## src/rtl/lap_stack_ctrl_if.sv

```systemverilog
// ---------------------------------------------------------------------------
// lap_stack_ctrl_if
// Bundles the request, memory and display/status signals of lap_stack_ctrl.
//   master : request side + stack memory (drives lap_req, recall_req,
//            clr_req, count_in, mem_rdata; observes everything else)
//   slave  : the controller (drives mem_write, mem_read, mem_wdata,
//            disp_val, disp_valid, depth, full, empty, busy, err)
// Parameters WIDTH/DEPTH must match those of the controller instance.
// ---------------------------------------------------------------------------
interface lap_stack_ctrl_if #(
    parameter int WIDTH = 12,
    parameter int DEPTH = 5
);
    localparam int DW = $clog2(DEPTH + 1);

    logic             lap_req;
    logic             recall_req;
    logic             clr_req;
    logic [WIDTH-1:0] count_in;
    logic [WIDTH-1:0] mem_rdata;
    logic             mem_write;
    logic             mem_read;
    logic [WIDTH-1:0] mem_wdata;
    logic [WIDTH-1:0] disp_val;
    logic             disp_valid;
    logic [DW-1:0]    depth;
    logic             full;
    logic             empty;
    logic             busy;
    logic             err;

    modport master (
        output lap_req, recall_req, clr_req, count_in, mem_rdata,
        input  mem_write, mem_read, mem_wdata, disp_val, disp_valid,
               depth, full, empty, busy, err
    );

    modport slave (
        input  lap_req, recall_req, clr_req, count_in, mem_rdata,
        output mem_write, mem_read, mem_wdata, disp_val, disp_valid,
               depth, full, empty, busy, err
    );
endinterface

```

## src/rtl/lap_stack_ctrl.sv

```systemverilog
// ---------------------------------------------------------------------------
// lap_stack_ctrl
// Sequences the lap-count stack memory: turns one-cycle lap / recall / clear
// requests into legal push/pop strobes, tracks occupancy, and latches each
// recalled value for the display, staying busy HOLD_CYCLES cycles afterwards.
//
// Ports:
//   clk  : system clock, rising edge
//   rst  : synchronous active-high reset
//   bus  : lap_stack_ctrl_if.slave
//            in : lap_req, recall_req, clr_req, count_in, mem_rdata
//            out: mem_write, mem_read, mem_wdata, disp_val, disp_valid,
//                 depth, full, empty, busy, err
//
// Build option:
//   LAP_CTRL_ERR_STICKY_EN : err is sticky, cleared by rst or an accepted
//                            clr_req. Undefined: err is a one-cycle pulse
//                            in the cycle after the illegal request.
// ---------------------------------------------------------------------------
module lap_stack_ctrl #(
    parameter int DEPTH       = 5,
    parameter int WIDTH       = 12,
    parameter int HOLD_CYCLES = 4
) (
    input logic           clk,
    input logic           rst,
    lap_stack_ctrl_if.slave bus
);
    localparam int DW = $clog2(DEPTH + 1);
    localparam int HW = $clog2(HOLD_CYCLES + 1);

    typedef enum logic [2:0] {
        IDLE  = 3'd0,
        PUSH  = 3'd1,
        POP   = 3'd2,
        HOLD  = 3'd3,
        CLEAR = 3'd4
    } state_t;

    state_t           r_state;
    logic [DW-1:0]    r_depth;
    logic [HW-1:0]    r_hold_cnt;
    logic             r_mem_write;
    logic             r_mem_read;
    logic [WIDTH-1:0] r_mem_wdata;
    logic [WIDTH-1:0] r_disp_val;
    logic             r_disp_valid;
    logic             r_err;

    logic w_idle;
    logic w_full;
    logic w_empty;
    logic w_illegal;

    assign w_idle  = (r_state == IDLE);
    assign w_full  = (r_depth == DW'(DEPTH));
    assign w_empty = (r_depth == '0);

    // Only the request that wins priority can be illegal; a clear is never
    // illegal, and a dropped lower-priority lap never raises err.
    assign w_illegal = w_idle && !bus.clr_req &&
                       ((bus.recall_req && w_empty) ||
                        (!bus.recall_req && bus.lap_req && w_full));

    always_ff @(posedge clk) begin
        if (rst) begin
            r_state      <= IDLE;
            r_depth      <= '0;
            r_hold_cnt   <= '0;
            r_mem_write  <= 1'b0;
            r_mem_read   <= 1'b0;
            r_mem_wdata  <= '0;
            r_disp_val   <= '0;
            r_disp_valid <= 1'b0;
            r_err        <= 1'b0;
        end else begin
            // Strobes are registered and default low; a state that needs
            // one in the following cycle sets it explicitly.
            r_mem_write <= 1'b0;
            r_mem_read  <= 1'b0;

`ifdef LAP_CTRL_ERR_STICKY_EN
            if (w_idle && bus.clr_req)
                r_err <= 1'b0;
            else if (w_illegal)
                r_err <= 1'b1;
`else
            r_err <= w_illegal;
`endif

            case (r_state)
                IDLE: begin
                    if (bus.clr_req) begin
                        r_disp_valid <= 1'b0;
                        if (!w_empty) begin
                            r_state    <= CLEAR;
                            r_mem_read <= 1'b1;
                        end
                    end else if (bus.recall_req) begin
                        if (!w_empty) begin
                            r_state    <= POP;
                            r_mem_read <= 1'b1;
                        end
                    end else if (bus.lap_req) begin
                        if (!w_full) begin
                            r_mem_wdata <= bus.count_in;
                            r_state     <= PUSH;
                            r_mem_write <= 1'b1;
                        end
                    end
                end
                PUSH: begin
                    r_depth <= r_depth + DW'(1);
                    r_state <= IDLE;
                end
                POP: begin
                    // mem_rdata still shows the entry being popped this cycle.
                    r_disp_val   <= bus.mem_rdata;
                    r_disp_valid <= 1'b1;
                    r_depth      <= r_depth - DW'(1);
                    r_hold_cnt   <= '0;
                    r_state      <= HOLD;
                end
                HOLD: begin
                    if (r_hold_cnt == HW'(HOLD_CYCLES - 1))
                        r_state <= IDLE;
                    else
                        r_hold_cnt <= r_hold_cnt + HW'(1);
                end
                CLEAR: begin
                    r_depth <= r_depth - DW'(1);
                    // The read issued in this cycle removes the last entry
                    // when depth is 1, so no further strobe is requested.
                    if (r_depth == DW'(1))
                        r_state <= IDLE;
                    else
                        r_mem_read <= 1'b1;
                end
                default: r_state <= IDLE;
            endcase
        end
    end

    assign bus.mem_write  = r_mem_write;
    assign bus.mem_read   = r_mem_read;
    assign bus.mem_wdata  = r_mem_wdata;
    assign bus.disp_val   = r_disp_val;
    assign bus.disp_valid = r_disp_valid;
    assign bus.depth      = r_depth;
    assign bus.full       = w_full;
    assign bus.empty      = w_empty;
    assign bus.busy       = !w_idle;
    assign bus.err        = r_err;
endmodule

```

## src/flat_wrapper.sv

```systemverilog
// flat-port wrapper written by rule: the top's interface ports become plain ports
module lap_stack_ctrl_flat 
#(
    parameter int DEPTH       = 5,
    parameter int WIDTH       = 12,
    parameter int HOLD_CYCLES = 4
)
  (clk, rst, bus_lap_req, bus_recall_req, bus_clr_req, bus_count_in, bus_mem_rdata, bus_mem_write, bus_mem_read, bus_mem_wdata, bus_disp_val, bus_disp_valid, bus_depth, bus_full, bus_empty, bus_busy, bus_err);
  lap_stack_ctrl_if #(.WIDTH(WIDTH), .DEPTH(DEPTH)) bus_i ();
  input logic clk;
  input logic rst;
  input wire logic [$bits(bus_i.lap_req)-1:0] bus_lap_req;
  input wire logic [$bits(bus_i.recall_req)-1:0] bus_recall_req;
  input wire logic [$bits(bus_i.clr_req)-1:0] bus_clr_req;
  input wire logic [$bits(bus_i.count_in)-1:0] bus_count_in;
  input wire logic [$bits(bus_i.mem_rdata)-1:0] bus_mem_rdata;
  output wire logic [$bits(bus_i.mem_write)-1:0] bus_mem_write;
  output wire logic [$bits(bus_i.mem_read)-1:0] bus_mem_read;
  output wire logic [$bits(bus_i.mem_wdata)-1:0] bus_mem_wdata;
  output wire logic [$bits(bus_i.disp_val)-1:0] bus_disp_val;
  output wire logic [$bits(bus_i.disp_valid)-1:0] bus_disp_valid;
  output wire logic [$bits(bus_i.depth)-1:0] bus_depth;
  output wire logic [$bits(bus_i.full)-1:0] bus_full;
  output wire logic [$bits(bus_i.empty)-1:0] bus_empty;
  output wire logic [$bits(bus_i.busy)-1:0] bus_busy;
  output wire logic [$bits(bus_i.err)-1:0] bus_err;
  assign bus_i.lap_req = bus_lap_req;
  assign bus_i.recall_req = bus_recall_req;
  assign bus_i.clr_req = bus_clr_req;
  assign bus_i.count_in = bus_count_in;
  assign bus_i.mem_rdata = bus_mem_rdata;
  assign bus_mem_write = bus_i.mem_write;
  assign bus_mem_read = bus_i.mem_read;
  assign bus_mem_wdata = bus_i.mem_wdata;
  assign bus_disp_val = bus_i.disp_val;
  assign bus_disp_valid = bus_i.disp_valid;
  assign bus_depth = bus_i.depth;
  assign bus_full = bus_i.full;
  assign bus_empty = bus_i.empty;
  assign bus_busy = bus_i.busy;
  assign bus_err = bus_i.err;
  lap_stack_ctrl #(.DEPTH(DEPTH), .WIDTH(WIDTH), .HOLD_CYCLES(HOLD_CYCLES)) u_core (.clk(clk), .rst(rst), .bus(bus_i));
endmodule
```

## config.mk

```make
export PLATFORM = sky130hd
export DESIGN_NAME = lap_stack_ctrl_flat
export DESIGN_NICKNAME = d
export VERILOG_FILES = /design/src/rtl/lap_stack_ctrl_if.sv /design/src/rtl/lap_stack_ctrl.sv /design/src/flat_wrapper.sv
export SDC_FILE = /design/constraint.sdc
export NUM_CORES = 1
export LEC_CHECK = 0
export BUFFER_PORTS_ARGS = -buffer_cell sky130_fd_sc_hd__buf_2
export CAP_MARGIN = 20
export CORE_MARGIN = 5
export CORE_UTILIZATION = 48
export CTS_CLUSTER_DIAMETER = 80
export DETAILED_ROUTE_END_ITERATION = 16
export HOLD_SLACK_MARGIN = 0.1
export PLACE_DENSITY = 0.79
export SETUP_SLACK_MARGIN = 0.02
export SYNTH_ARGS = -nofsm -noshare
export SYNTH_HDL_FRONTEND = slang
export SYNTH_SLANG_ARGS = --single-unit
```

## constraint.sdc

```tcl
create_clock -name clk -period 1.71 [get_ports clk]
set_input_delay 0.513 -clock clk [delete_from_list [all_inputs] [get_ports clk]]
set_output_delay 0.513 -clock clk [all_outputs]
set_load 0.02 [all_outputs]
```

==> impl_results.md, run 1 <==
- Syn Area/Cell: 8.96 um2
- Post-Route WL: 3.65 mm
- CP Data Arrival Time: 1.17 ns
- Starting Density: 49.1%
- Setup Skew: 0.00544 ns
- Core box area: 0.00328 mm2
- IO Count: 63
- First-pass GRT wire length: 5.64 mm
- Nets: 294
- Fill cells: 268
- PwrDens: 1370 mW/mm2
- Std cell rows: 21
- Vias: 1472
- Top FF cell, synth: dfxtp_1
- Largest net degree at the start of global routing: 24
- H-tree levels: 2
- Grt total ovfl: 0
- I/O Buffers: 62
- Worst EP required: 1.20 ns
- Fin crit share: 98.2%
- Leading cell type in the layout, fill and taps excluded: buf_2
- CTS tree: yes
- Worst Setup End Kind: primary output
- CP Class: reg2out
- FFs w/ async S/R, synth: 0%
- Max-cap viol count: 0
- Hold EP: u_core.bus.disp_val[6]
- Cts bufs inserted: 5
- Final Setup Violations: 0
- Ant diodes: 0
- FF-to-FF Start: u_core.bus.depth[1]
- Vias in the first global route: 1340
- Clock latency on the worst-skew pair: 0.34 ns
- Master of the slowest instance on the critical path: dfxtp_4
- Syn Nets: 215
- Mapped Cells: 180
- Detail Placement HPWL: 2.60 mm
- Die area: 0.00462 mm2
- Reg2reg end: u_core.r_state[0]
- Worst hold slack: 0.398 ns
- CTS clk-pin slew, worst paths: 0.11 ns
- Sink Count: 37
- Critical Path, Cell by Cell: inv_4 > ha_4 > nor2b_4 > buf_6
- VDD IR max: 0.609 mV
- CTS Hold Bufs: 0
- Share of layout cells above drive strength 1: 40.9%
- Number of synthesized register bits: 37
- Final min period: 1.68 ns
- Worst reg2reg setup slack: 0.15 ns
- Post-synth EDFFs: 0
- Wire per inst: 12.0 um
- Status: finished clean
- Power Total: 3.03 mW
- Area after DPL: 0.00198 mm2
- Max Fclk: 596 MHz
- Fin area: 0.00221 mm2
- Cell Area, Synth: 0.00161 mm2
- Initial antenna violation count: 0
- WP depth: 4
- CP Buf/Inv Count: 2
- RSZ-0062 raised after global routing: true
- Final Max Slew Viols: 0
- Reg2reg path depth: 6
- Post-DRT Antenna Nets: 0
- Worst hold path type: in2reg
- CP max FO: 3
- Drc violations: 0
- Area growth syn-to-layout: 37.2%
- Synthesis warning total: 0
- Crit-path max cell delay: 0.39 ns
- Crit path max-delay family: flip-flops
- Clock Tree Buf Depth: 2
- DIE WIDTH: 68.0 um
- Min-delay src: bus_mem_rdata[6]
- Sequential fraction of the synthesis area: 45.9%
- Vias per cell: 4.83
- Netlist cell types: 32
- Hold depth: 3
- Root Driver: clkbuf_4
- Leakage: 1.10 nW
- Die H: 68.0 um
- Most frequent cells in the layout: buf_2, dfxtp_1, nand2_1
- Pre-Repair DR Iteration Count: 4
- CP Launch Type: flop
- DRT iter0 DRCs: 99
- Final GP Congestion: 0.831
- Relative slew slack: 72.4%
- Hold Fails Final Rpt: 0
- Total track usage: 16.2%
- Tightest Pin Transition: 0.415 ns
state kept, by name, summed over array words and instances (netlist names):
signal / count
u_core.bus.mem_write: 1
u_core.bus.mem_read: 1
u_core.r_state: 3
u_core.bus.depth: 3
u_core.bus.mem_wdata: 12
u_core.bus.disp_valid: 1
u_core.r_hold_cnt: 3
u_core.bus.disp_val: 12
u_core.bus.err: 1
tightest hold or removal path, cell delays in order:
cell and delay [ns]:
buf_2 0.09, nand2_1 0.04, a21oi_1 0.05
layout make-up:
class | instances | area (um2) | area share, %
multi-input combinational | 126 | 810 | 36.6
sequential | 37 | 751 | 33.9
timing repair buffer | 82 | 492 | 22.2
tap | 46 | 57.6 | 2.60
clock buffer | 5 | 37.5 | 1.70
clock inverter | 2 | 35.0 | 1.58
inverter | 7 | 31.3 | 1.41
Yosys cell counts (3+ instances only):
library cell  count  share of area [%]
clkbuf_1          4               0.93
ha_1              6                4.7
mux2i_1          12                7.4
inv_1             7                1.6
nor4_1            3                1.2
dfxtp_1          37                 46
nor2_1           25                5.8
nand2_1          29                6.7
a21oi_1          23                7.1
buf_4             3                1.4
buf_6             3                2.1
metal layers:
layer | share of wire, % | up-vias | GRT usage [%]
met5 | 0 | - | 0
met4 | 1.0 | 0 | 4.96
met3 | 7.2 | 5 | 7.06
met2 | 50 | 37 | 26.2
met1 | 42 | 662 | 19.2
li1 | - | 768 | -
stage by stage:
step           TNS, ns  worst slack (ns)  utilization, %  instances
6_report             0            0.0312            67.4        305
4_1_cts              0           0.00363            64.8        299
3_3_place_gp         0             0.134            60.4        286
2_1_floorplan        0            0.0849               -        180
3_5_place_dp         0             0.105            60.4        286
5_1_grt        -0.0265           -0.0233            67.4        305
power by group:
part	internal [mW]	switching [mW]	leakage, nW
clock	0.298	0.280	0.0410
sequential	0.989	0.0987	0.302
combinational	0.647	0.714	0.759
total	1.93	1.09	1.10
logic make-up (layout without fill, tap and decap cells):
family          count (synthesis)  count (layout)  synth area share (%)
compound gates                 34              34                  12.6
xor+xnor                        3               3                  1.63
fa+ha+maj                       7               7                  5.28
buf+inv                        17              96                  6.05
flops                          37              37                  45.9
mux                            12              12                  7.45
simple gates                   70              70                  21.0
what timing repair did:
item / in CTS / in global routing
endpoints found under the setup margin: 3 / 3
pin swaps: 2 / 2
gates resized for setup: 14 / 10
buffers inserted: 6 / 6
worst max path at each step:
| stage | from | endpoint | slack, ns |
|---|---|---|---|
| floorplan | u_core.bus.depth[1] | u_core.r_state[0] | 0.08 |
| global placement | u_core.bus.depth[1] | u_core.r_state[0] | 0.13 |
| detailed placement | u_core.bus.depth[1] | u_core.r_state[0] | 0.10 |
| CTS | u_core.bus.depth[1] | bus_full | 0.004 |
| global route | u_core.bus.depth[1] | bus_empty | -0.02 |
| finish | u_core.bus.depth[0] | bus_empty | 0.03 |
Power figures use the tool's default switching activity.
==> inputs of run 2 (changes only) <==
--- a/config.mk
+++ b/config.mk
@@ -5,14 +5,13 @@
 export SDC_FILE = /design/constraint.sdc
 export NUM_CORES = 1
 export LEC_CHECK = 0
-export BUFFER_PORTS_ARGS = -buffer_cell sky130_fd_sc_hd__buf_2
 export CAP_MARGIN = 20
 export CORE_MARGIN = 5
-export CORE_UTILIZATION = 48
+export CORE_UTILIZATION = 50
 export CTS_CLUSTER_DIAMETER = 80
 export DETAILED_ROUTE_END_ITERATION = 16
+export DONT_BUFFER_PORTS = 1
 export HOLD_SLACK_MARGIN = 0.1
-export PLACE_DENSITY = 0.79
 export SETUP_SLACK_MARGIN = 0.02
 export SYNTH_ARGS = -nofsm -noshare
 export SYNTH_HDL_FRONTEND = slang
==> run 2 against run 1 <==
  * Sequential share of layout area up 7.3 points
  * Clock power down 9.7%
  * Utilization down 7.9 points
  * First-iteration DRC count down 24%
  * Flip-flop and latch count unchanged
  * Final cell count down 23%
  * Non-clock buffer count down 69
  * Maximum frequency up 0.46%
  * Global-route usage down 0.29 points
==> impl_results.md, run 2 (synthesis gave the netlist of run 1 again) <==
- Share of layout cells above drive strength 1: 20.4% (was 40.9%)
- Worst reg2reg setup slack: 0.13 ns (was 0.15 ns)
- Cts bufs inserted: 5 (unchanged)
- Ant diodes: 0 (unchanged)
- Reg2reg end: u_core.r_state[0] (unchanged)
- Pre-Repair DR Iteration Count: 4 (unchanged)
- Fill cells: 286 (was 268)
- Drc violations: 0 (unchanged)
- VDD IR max: 0.692 mV (was 0.609 mV)
- Vias: 1246 (was 1472)
- Crit path max-delay family: flip-flops (unchanged)
- Min-delay src: rst (was bus_mem_rdata[6])
- Post-DRT Antenna Nets: 0 (unchanged)
- Worst hold slack: 0.228 ns (was 0.398 ns)
- Worst Setup End Kind: primary output (unchanged)
- CP Launch Point: u_core.r_state[0] (was u_core.bus.depth[0])
- Sink Count: 37 (unchanged)
- Starting Density: 52.4% (was 49.1%)
- Nets: 225 (was 294)
- Final setup margin: 0.0389 ns (was 0.0312 ns)
- Root Driver: clkbuf_4 (unchanged)
- Setup Skew: 0.00903 ns (was 0.00544 ns)
- Dpl ws: -0.0406 ns (was 0.105 ns)
- Footprint of the multi-input gates: 813 um2 (was 810 um2)
- CTS clk-pin slew, worst paths: 0.11 ns (about the same)
- Master of the slowest instance on the critical path: dfxtp_4 (unchanged)
- DIE WIDTH: 66.8 um (was 68.0 um)
- Area growth syn-to-layout: 13.5% (was 37.2%)
- Clock latency on the worst-skew pair: 0.34 ns (about the same)
- Post-Route WL: 3.58 mm (was 3.65 mm)
- Critical Path, Cell by Cell: nor3_4 > inv_4 (was inv_4 > ha_4 > nor2b_4 > buf_6)
- NetSw: 1.06 mW (was 1.09 mW)
- RSZ-0062 raised after global routing: true (unchanged)
- CP Data Arrival Time: 1.16 ns (was 1.17 ns)
- Leading cell type in the layout, fill and taps excluded: dfxtp_1 (was buf_2)
- Relative slew slack: 74.5% (was 72.4%)
- Part of the power in combinational logic: 37.2% (was 45.0%)
- Clock Tree Buf Depth: 2 (unchanged)
- Die H: 66.8 um (was 68.0 um)
- WP depth: 2 (was 4)
- Max-cap viol count: 0 (unchanged)
- Reg power frac: 44.1% (was 35.9%)
- Core box area: 0.00308 mm2 (was 0.00328 mm2)
- Final Max Slew Viols: 0 (unchanged)
- CP Buf/Inv Count: 1 (was 2)
- Clock power frac: 18.7% (was 19.1%)
- IO Count: 63 (unchanged)
- Tightest Pin Transition: 0.382 ns (was 0.415 ns)
- Util after Layout: 59.5% (was 67.4%)
- Vias in the first global route: 1188 (was 1340)
- Worst hold path type: in2reg (unchanged)
- Largest net degree at the start of global routing: 39 (was 24)
- Initial antenna violation count: 0 (unchanged)
- Max Fclk: 598 MHz (was 596 MHz)
- Final min period: 1.67 ns (was 1.68 ns)
- Total track usage: 15.9% (was 16.2%)
- Fin crit share: 97.7% (was 98.2%)
- Die area: 0.00446 mm2 (was 0.00462 mm2)
- FF-to-FF Start: u_core.bus.depth[1] (unchanged)
- Sw Ratio: 38.1% (was 36.1%)
- Register area: 754 um2 (was 751 um2)
- Leakage: 0.778 nW (was 1.10 nW)
- PwrDens: 1520 mW/mm2 (was 1370 mW/mm2)
- Wire per inst: 15.2 um (was 12.0 um)
- Final Setup Violations: 0 (unchanged)
- Detail Placement HPWL: 2.46 mm (was 2.60 mm)
- DRT iter0 DRCs: 75 (was 99)
- CTS Hold Bufs: 0 (unchanged)
- Final GP Congestion: 0.808 (was 0.831)
- Worst EP required: 1.20 ns (about the same)
- H-tree levels: 2 (unchanged)
- Std cell rows: 20 (was 21)
- Vias per cell: 5.30 (was 4.83)
- First-pass GRT wire length: 5.37 mm (was 5.64 mm)
- P_int: 1.72 mW (was 1.93 mW)
- Reg2reg path depth: 6 (unchanged)
- Grt total ovfl: 0 (unchanged)
- CP endpoint: bus_busy (was bus_empty)
- CP Launch Type: flop (unchanged)
- CTS tree: yes (unchanged)
- CP max FO: 9 (was 3)
- Status: finished clean (unchanged)
- Most frequent cells in the layout: dfxtp_1, nand2_1, nor2_1 (was buf_2, dfxtp_1, nand2_1)
- CP Class: reg2out (unchanged)
- I/O Buffers: 0 (was 62)
- Crit-path max cell delay: 0.40 ns (was 0.39 ns)
- Hold Fails Final Rpt: 0 (unchanged)
-- run 2: final cells by class --
cell class / count / share of cell area, %
multi-input cells: 126 / 44.4
flip-flops and latches: 37 / 41.2
well taps: 44 / 3.01
repair buffers: 13 / 5.54
clock buffers: 7 / 3.55
clock inverters: 1 / 0.273
inverters: 7 / 1.98
-- run 2: power by group through the flow --
stage	combinational, mW	clock, mW	sequential (mW)
2_1_floorplan	0.655	0	1.20
3_3_place_gp	0.773	0	1.23
3_5_place_dp	0.792	0	1.23
4_1_cts	0.902	0.530	1.23
5_1_grt	1.14	0.567	1.24
6_report	1.03	0.521	1.22
-- run 2: worst reg2reg max path: cells and delay by family (launching register included) --
family / cells / cell delay (ns)
flops: 1 / 0.37
compound gates: 1 / 0.15
buf+inv: 1 / 0.05
simple gates: 3 / 0.72
fa+ha+maj: 1 / 0.19
-- run 2: timing repair --
item	in CTS	in global routing
gates resized for setup	15	9
setup buffers	1	6
endpoints found under the setup margin	15	15
pin swaps	1	1
-- run 2: through the flow --
step | std cells | area, um2 | setup TNS [ns] | total power, mW
floorplan | 180 | 1610 | 0 | 1.86
global placement | 220 | 1640 | 0 | 2.00
detailed placement | 220 | 1640 | -0.144 | 2.02
CTS | 229 | 1750 | 0 | 2.66
global route | 235 | 1830 | -0.0215 | 2.95
finish | 235 | 1830 | 0 | 2.78
-- run 2: per-layer routing --
metal,GRT usage (%),routed length (um),vias up
li1,-,-,632
met1,17.8,1450,561
met2,26.4,1740,47
met3,5.90,327,6
met4,7.61,65,0
met5,0,0,-
-- run 2: worst min-delay path by stage --
| stage | end | cells past startpoint | slack, ns |
|---|---|---|---|
| floorplan | u_core.r_hold_cnt[1] | 2 | 0.46 |
| global placement | u_core.r_hold_cnt[1] | 2 | 0.47 |
| detailed placement | u_core.r_hold_cnt[1] | 2 | 0.49 |
| CTS | u_core.bus.depth[1] | 1 | 0.21 |
| global route | u_core.bus.disp_val[7] | 1 | 0.21 |
| finish | u_core.bus.disp_val[9] | 1 | 0.23 |
